===== src/rtl/lock_unlock_ctrl.sv =====
// Lock-on-reset initiator: grants a timed unlock strobe after a correct key is
// accepted over a valid/ready handshake. Wrong keys trigger a cooldown, and too
// many of them trigger a lockout that only reset clears. All outputs registered.
module lock_unlock_ctrl #(
  parameter int unsigned             KEY_W         = 8,
  parameter logic        [KEY_W-1:0] KEY           = 8'hA5,
  parameter int unsigned             UNLOCK_CYCLES = 4,   // 0 = hold until relock
  parameter int unsigned             COOLDOWN      = 3,   // must be >= 1
  parameter int unsigned             MAX_FAILS     = 3,   // must be >= 1
  parameter int unsigned             FAIL_W        = 2    // must hold MAX_FAILS
) (
  input  logic              clk_i,
  input  logic              reset_i,
  input  logic              key_valid_i,
  input  logic [KEY_W-1:0]  key_data_i,
  input  logic              relock_i,
  output logic              key_ready_o,
  output logic              unlock_o,
  output logic              lockout_o,
  output logic [FAIL_W-1:0] fail_cnt_o
);

  // One timer serves both the unlock window and the cooldown.
  localparam int unsigned TimerMax = (UNLOCK_CYCLES > COOLDOWN) ? UNLOCK_CYCLES : COOLDOWN;
  localparam int unsigned TimerW   = (TimerMax < 2) ? 1 : $clog2(TimerMax + 1);

  typedef enum logic [1:0] {
    StLocked   = 2'd0,
    StCooldown = 2'd1,
    StUnlocked = 2'd2,
    StLockout  = 2'd3
  } state_e;

  state_e              state_q;
  logic [TimerW-1:0]   timer_q;
  logic [FAIL_W-1:0]   fail_cnt_q;
  logic                key_ready_q;
  logic                unlock_q;
  logic                lockout_q;

  logic                accept;
  logic [FAIL_W-1:0]   fail_inc;
  logic                unlock_expire;

  assign accept        = key_valid_i & key_ready_q;
  assign fail_inc      = fail_cnt_q + FAIL_W'(1);
  // With UNLOCK_CYCLES == 0 the window never times out.
  assign unlock_expire = (UNLOCK_CYCLES != 0) && (timer_q == TimerW'(1));

  // State machine with registered outputs; reset dominates every input.
  always_ff @(posedge clk_i) begin
    if (reset_i) begin
      state_q     <= StLocked;
      timer_q     <= '0;
      fail_cnt_q  <= '0;
      key_ready_q <= 1'b1;
      unlock_q    <= 1'b0;
      lockout_q   <= 1'b0;
    end else begin
      case (state_q)
        StLocked: begin
          if (accept) begin
            key_ready_q <= 1'b0;
            if (key_data_i == KEY) begin
              state_q    <= StUnlocked;
              unlock_q   <= 1'b1;
              fail_cnt_q <= '0;
              timer_q    <= TimerW'(UNLOCK_CYCLES);
            end else if (fail_inc == FAIL_W'(MAX_FAILS)) begin
              state_q    <= StLockout;
              lockout_q  <= 1'b1;
              fail_cnt_q <= fail_inc;
            end else begin
              state_q    <= StCooldown;
              fail_cnt_q <= fail_inc;
              timer_q    <= TimerW'(COOLDOWN);
            end
          end
        end
        StCooldown: begin
          // relock is deliberately ignored here.
          if (timer_q <= TimerW'(1)) begin
            state_q     <= StLocked;
            key_ready_q <= 1'b1;
            timer_q     <= '0;
          end else begin
            timer_q <= timer_q - TimerW'(1);
          end
        end
        StUnlocked: begin
          if (relock_i || unlock_expire) begin
            state_q     <= StLocked;
            unlock_q    <= 1'b0;
            key_ready_q <= 1'b1;
            timer_q     <= '0;
          end else if (UNLOCK_CYCLES != 0) begin
            timer_q <= timer_q - TimerW'(1);
          end
        end
        StLockout: begin
          unlock_q    <= 1'b0;
          key_ready_q <= 1'b0;
          lockout_q   <= 1'b1;
        end
        default: begin
          state_q     <= StLocked;
          unlock_q    <= 1'b0;
          key_ready_q <= 1'b1;
          timer_q     <= '0;
        end
      endcase
    end
  end

  assign key_ready_o = key_ready_q;
  assign unlock_o    = unlock_q;
  assign lockout_o   = lockout_q;
  assign fail_cnt_o  = fail_cnt_q;

endmodule


===== config.mk =====
export PLATFORM = sky130hd
export DESIGN_NAME = lock_unlock_ctrl
export DESIGN_NICKNAME = d
export VERILOG_FILES = /design/src/rtl/lock_unlock_ctrl.sv
export SDC_FILE = /design/constraint.sdc
export NUM_CORES = 1
export LEC_CHECK = 0
export BUFFER_PORTS_ARGS = -buffer_cell sky130_fd_sc_hd__buf_2
export CAP_MARGIN = 20
export CELL_PAD_IN_SITES_DETAIL_PLACEMENT = 1
export CELL_PAD_IN_SITES_GLOBAL_PLACEMENT = 1
export CORE_AREA = 8 8 52 54
export DETAILED_ROUTE_END_ITERATION = 7
export DIE_AREA = 0 0 60 62
export PLACE_DENSITY = 0.81
export SYNTH_ARGS = -nofsm -noshare
export SYNTH_HDL_FRONTEND = slang
export SYNTH_SLANG_ARGS = --single-unit
export TNS_END_PERCENT = 10

===== constraint.sdc =====
create_clock -name clk_i -period 1.9 [get_ports clk_i]
set_input_delay 0.19 -clock clk_i [delete_from_list [all_inputs] [get_ports clk_i]]
set_output_delay 0.19 -clock clk_i [all_outputs]
set_load 0.005 [all_outputs]

---- After elaboration in Yosys (flattened, before gate mapping) ----
Cells that the tools add are included.
operators by class
  magnitude comparators ................... 1
  bitwise operators ....................... 1
  add/sub/neg operators ................... 2
  equal/unequal tests ..................... 13
  reduce and logical (&&, ||, !) cells .... 11
  multiplexer cells ....................... 25
operators with widths
  operator                                                                           number
  3-bit two-way mux                                                                  5
  2-bit two-way mux                                                                  6
  2-bit != test (second input constant)                                              6
  4-bit AND reduction                                                                3
  1-bit two-way mux                                                                  9
  3-bit one-hot mux with 3 select lines                                              1
  8-bit equality test (second input constant)                                        1
  2-bit equality test (second input constant)                                        3
  2-bit one-hot mux with 3 select lines                                              1
  3-bit AND reduction                                                                2
  3-bit nonzero test                                                                 2
  1-bit one-hot mux with 4 select lines                                              1
  3-bit by 1-bit equality test with 1-bit output (second input constant)             1
  3-bit by 1-bit less-or-equal comparator with 1-bit output (second input constant)  1
  3-bit != test (second input constant)                                              1
  1-bit one-hot mux with 3 select lines                                              1
  3-bit by 1-bit subtractor with 3-bit output (second input constant)                1
  2-bit by 1-bit adder with 2-bit output (second input constant)                     1
  2-bit by 1-bit equality test with 1-bit output (second input constant)             1
  2-bit logical NOT                                                                  1
  1-bit one-hot mux with 2 select lines                                              1
  2-bit AND reduction                                                                1
  2-bit nonzero test                                                                 1
  1-bit bitwise AND                                                                  1
  1-bit logical OR                                                                   1
storage, ports and cells
  output and inout bits ................... 5
  flip-flop bits (word level) ............. 10
  input bits .............................. 12
  logic and storage cells ................. 59

---- Depth between registers and ports, before layout ----
  word-level depth ........................ 6
  depth in mapped cells ................... 7

---- Least setup slack after synthesis ----
No wires, ideal clock.
  kind .................................... register to register
  from .................................... register state_q[0]
  to ...................................... register key_ready_q, in the netlist key_ready_o
  stages on the path, launching flop included .. 8
  slack ................................... 0.322 ns
  data arrival time ....................... 1.465 ns
  clock period less this slack ............ 1.578 ns
  cells stage by stage .................... dfxtp_1 > inv_1 > ha_1 > nor2b_1 > nor4_1 > nor3_2 > or2_1 > a21o_1
on the way
  cells in the longest elaborated chain, start to end .. 3
RTL lines
  what                                         line  source
  start, declared                              34    state_e state_q;
  start signal, assigned                       53    state_q <= StLocked;
  start signal, assigned                       65    state_q <= StUnlocked;
  start signal, assigned                       70    state_q <= StLockout;
  2-bit equality test (tied with other cells)  60    case (state_q)
  2-bit != test (no source line)               n/a
  3-bit AND reduction (no source line)         n/a
  end signal, assigned                         56    key_ready_q <= 1'b1;
  end signal, assigned                         63    key_ready_q <= 1'b0;
  end signal, assigned                         84    key_ready_q <= 1'b1;
  end, declared                                37    logic key_ready_q;
Parallel ways exist; a longest one is shown, timed or not.
A chain may end at the register's enable or synchronous reset.

---- Worst setup path in the final report ----
  from .................................... register state_q[1]
  to ...................................... register timer_q[1]
on the way
  cells in the longest elaborated chain, start to end .. 3
RTL lines
  what                                                    line  source
  2-bit logical NOT (tied with other cells)               60
  3-bit != test (no source line) (tied with other cells)  n/a
  3-bit AND reduction (no source line)                    n/a
  end signal, assigned                                    68    timer_q <= TimerW'(UNLOCK_CYCLES);
  end signal, assigned                                    76    timer_q <= TimerW'(COOLDOWN);
  end signal, assigned                                    87    timer_q <= timer_q - TimerW'(1);
  end, declared                                           35    logic [TimerW-1:0] timer_q;
Parallel ways exist; a longest one is shown, timed or not.

==> results.cfg <==
[power_and_ir_drop]
combPwrFrac = 0.496
p_int_uw = 609
clock_power_share = 0.189
power_leakage_uw = 0.000367
power_frac_seq = 0.315
powerDensity_mw_per_mm2 = 1310
swShare = 0.423
ir_drop_mv = 0.535
p_total_uw = 1060
p_switching_uw = 446

[floorplanning]
fp.dieH_um = 62
die_area_mm2 = 0.00372
num_io_pins = 17
rows = 16
die_w_um = 60
start_util = 0.346
core_mm2 = 0.00190

[clock_tree]
clkSinkCount = 10
cts_setup_buffers = 0
clk_latency_ns = 0.27
cts-htree-levels = 1
clk_pin_slew_worst_paths_ns = 0.08
cts-root-buf = clkbuf_4
cts_buffer_depth = 2
numCtsBuffers = 3
cts_tree = done

[global_route]
grt.total_usage = 0.111
grt_start_max_net_pins = 12
grt_pass1_wl_um = 3100
grt-ovfl-total = 0
grt_pass1_vias = 721
grt_antenna_before_repair = 0

[setup_path]
arrival_ns = 1.89
path_max_fanout = 5
crit_slowest_cell = dfxtp_1
worstPathRequired_ns = 2.06
crit_path_start_kind = flop
critPathTopFamily = compound AO/OA/AOI/OAI gates
crit_top_cell = inv_1
path_class = reg2reg
cp_num_buf_inv = 2
cp_cell_sequence = inv_1 -> ha_1 -> inv_1 -> nor2_1 -> a22oi_1 -> a31oi_1 -> nor3_1
worstSetupEndpointType = flop
slowest_delay_ns = 0.36

[yosys]
synth_edf_count = 0
synth_top_area_cell = dfxtp_1
syn_avg_cell_area_um2 = 8.03
synthArstFlopShare = 0
mappedNetlistNets = 102
yosys-top-cells-area = dfxtp_1, ha_1, nor2_1
syn_inst = 82
synth_cell_type_count = 29
syn-cell-area_um2 = 658
netlist.area_leader.share = 0.304
synthFlopType = dfxtp_1
synth.most_common_cell = nor2_1
synth-seq-cells = 10
ys.warnings.count = 0
yosysSeqAreaShare = 0.304
synth_common_cells = nor2_1, dfxtp_1, ha_1, inv_1, o21ai_0

[routing]
drt_first_pass_iters = 3
wl_per_cell_um = 14.3
detail-route-antenna-nets = 0
drt_wl_total_um = 1820
drc_errors = 0
drt_iter0_markers = 10
vias = 659
viasPerCell = 5.15

[run]
drv_cap = 0

[sta]
fin_crit_ns = 1.73
hold_viol = 0
whs_ns = 0.232
rsz0062_at_grt = no
slew_headroom = 0.716
post-route-period-util = 0.910
drv_slew = 0
tightest_slew_ns = 0.425
fmax_mhz = 578
setup_tns_ns = 0
fin_skew_ns = 0.00520
setup_viol = 0

[run_status]
status = finished clean

[cells_and_area]
utilization = 0.424
num_antenna_cells = 0
areaGrowthSynthToFinish_pct = 22.4
layout-drive-gt1-share = 0.228
fin_nets = 122

[min_path]
hp-class = in2reg

[place]
port_buffers = 16
dpl.hpwl_um = 1450
gp_congestion = 0.735
-- what timing repair did --
| item | 4_1_cts | 5_1_grt |
|---|---|---|
| hold buffers | 0 | 0 |
| gates resized for setup | 0 | 1 |
| endpoints found under the setup margin | 0 | 2 |
-- path summary, 6_finish.rpt --
kind / startpoint / endpoint / slack [ns] / cells past startpoint
setup / recovery: state_q[1] / timer_q[1] / 0.17 / 7
hold / removal: reset_i / fail_cnt_o[1] / 0.23 / 2
setup reg to reg: state_q[1] / timer_q[1] / 0.17 / 7
hold reg to reg: lockout_o / lockout_o / 0.49 / 2
-- power by group through the flow --
stage	clock (uW)	combinational, uW	sequential [uW]
after global routing	215	593	344
after detailed placement	0	521	334
after floorplan	0	381	322
after CTS	203	529	331
after global placement	0	489	329
final	200	523	332
-- cells by family (layout without fill, tap and decap cells) --
family                     Yosys count  after routing  synth area share
adders and majority gates            8              8             0.152
buffers and inverters                9             28            0.0513
and+or+nand+nor                     32             32             0.262
DFF                                 10             10             0.304
xor gates and xnor gates             1              1            0.0133
AOI/OAI and AO/OA                   22             22             0.217
-- placed cells by master (no fill, tap or decap) --
| cell type | count |
|---|---|
| nand4bb_1 | 2 |
| nor4_1 | 1 |
| a31o_2 | 1 |
| clkbuf_4 | 3 |
| nor2_1 | 12 |
| inv_1 | 8 |
| a21oi_1 | 5 |
| o21bai_1 | 1 |
| a221oi_1 | 1 |
| nand2_1 | 4 |
| ha_1 | 8 |
| o21ai_0 | 6 |
| nand4b_1 | 1 |
| or3_1 | 2 |
| a22oi_1 | 2 |
| nor3_1 | 3 |
| dfxtp_1 | 9 |
| buf_2 | 16 |
| a21o_1 | 1 |
| or2b_1 | 1 |
| nand3_1 | 1 |
| nand2b_1 | 1 |
| o32ai_1 | 1 |
| dfxtp_2 | 1 |
| clkbuf_8 | 1 |
| or2_1 | 1 |
| nor3_2 | 1 |
| a31oi_1 | 2 |
| xor2_1 | 1 |
| a22o_1 | 1 |
| nor2b_1 | 2 |
| o21ba_1 | 1 |
-- routing by layer --
| layer | global-route usage | vias up | part of all wire |
|---|---|---|---|
| li1 | - | 328 | - |
| met1 | 0.118 | 319 | 0.45 |
| met2 | 0.198 | 8 | 0.51 |
| met3 | 0.0391 | 4 | 0.029 |
| met4 | 0.0408 | 0 | 0.010 |
| met5 | 0 | - | 0 |
-- through the flow --
| stage | std cells | setup slack [ns] | cell area, um^2 |
|---|---|---|---|
| 6_report | 128 | 0.171 | 806 |
| 5_1_grt | 128 | 0.0453 | 806 |
| 4_1_cts | 128 | 0.133 | 805 |
| 3_5_place_dp | 124 | 0.152 | 768 |
| 3_3_place_gp | 124 | 0.192 | 768 |
| 2_1_floorplan | 82 | 0.322 | 658 |
-- area by class of cell --
cell class | instances | area (um^2)
Fill cell | 247 | 1100
Multi-Input combinational cell | 63 | 424
Sequential cell | 10 | 201
Timing Repair Buffer | 16 | 80.1
Clock buffer | 4 | 36.3
Tap cell | 27 | 33.8
Inverter | 8 | 30.0
-- state kept, by name (all words and copies together) (netlist names) --
signal and flops:
key_ready_o 1, timer_q 3, lockout_o 1, state_q 2
fail_cnt_o 2, unlock_o 1
Note: power is estimated with default switching activity, not from simulation.
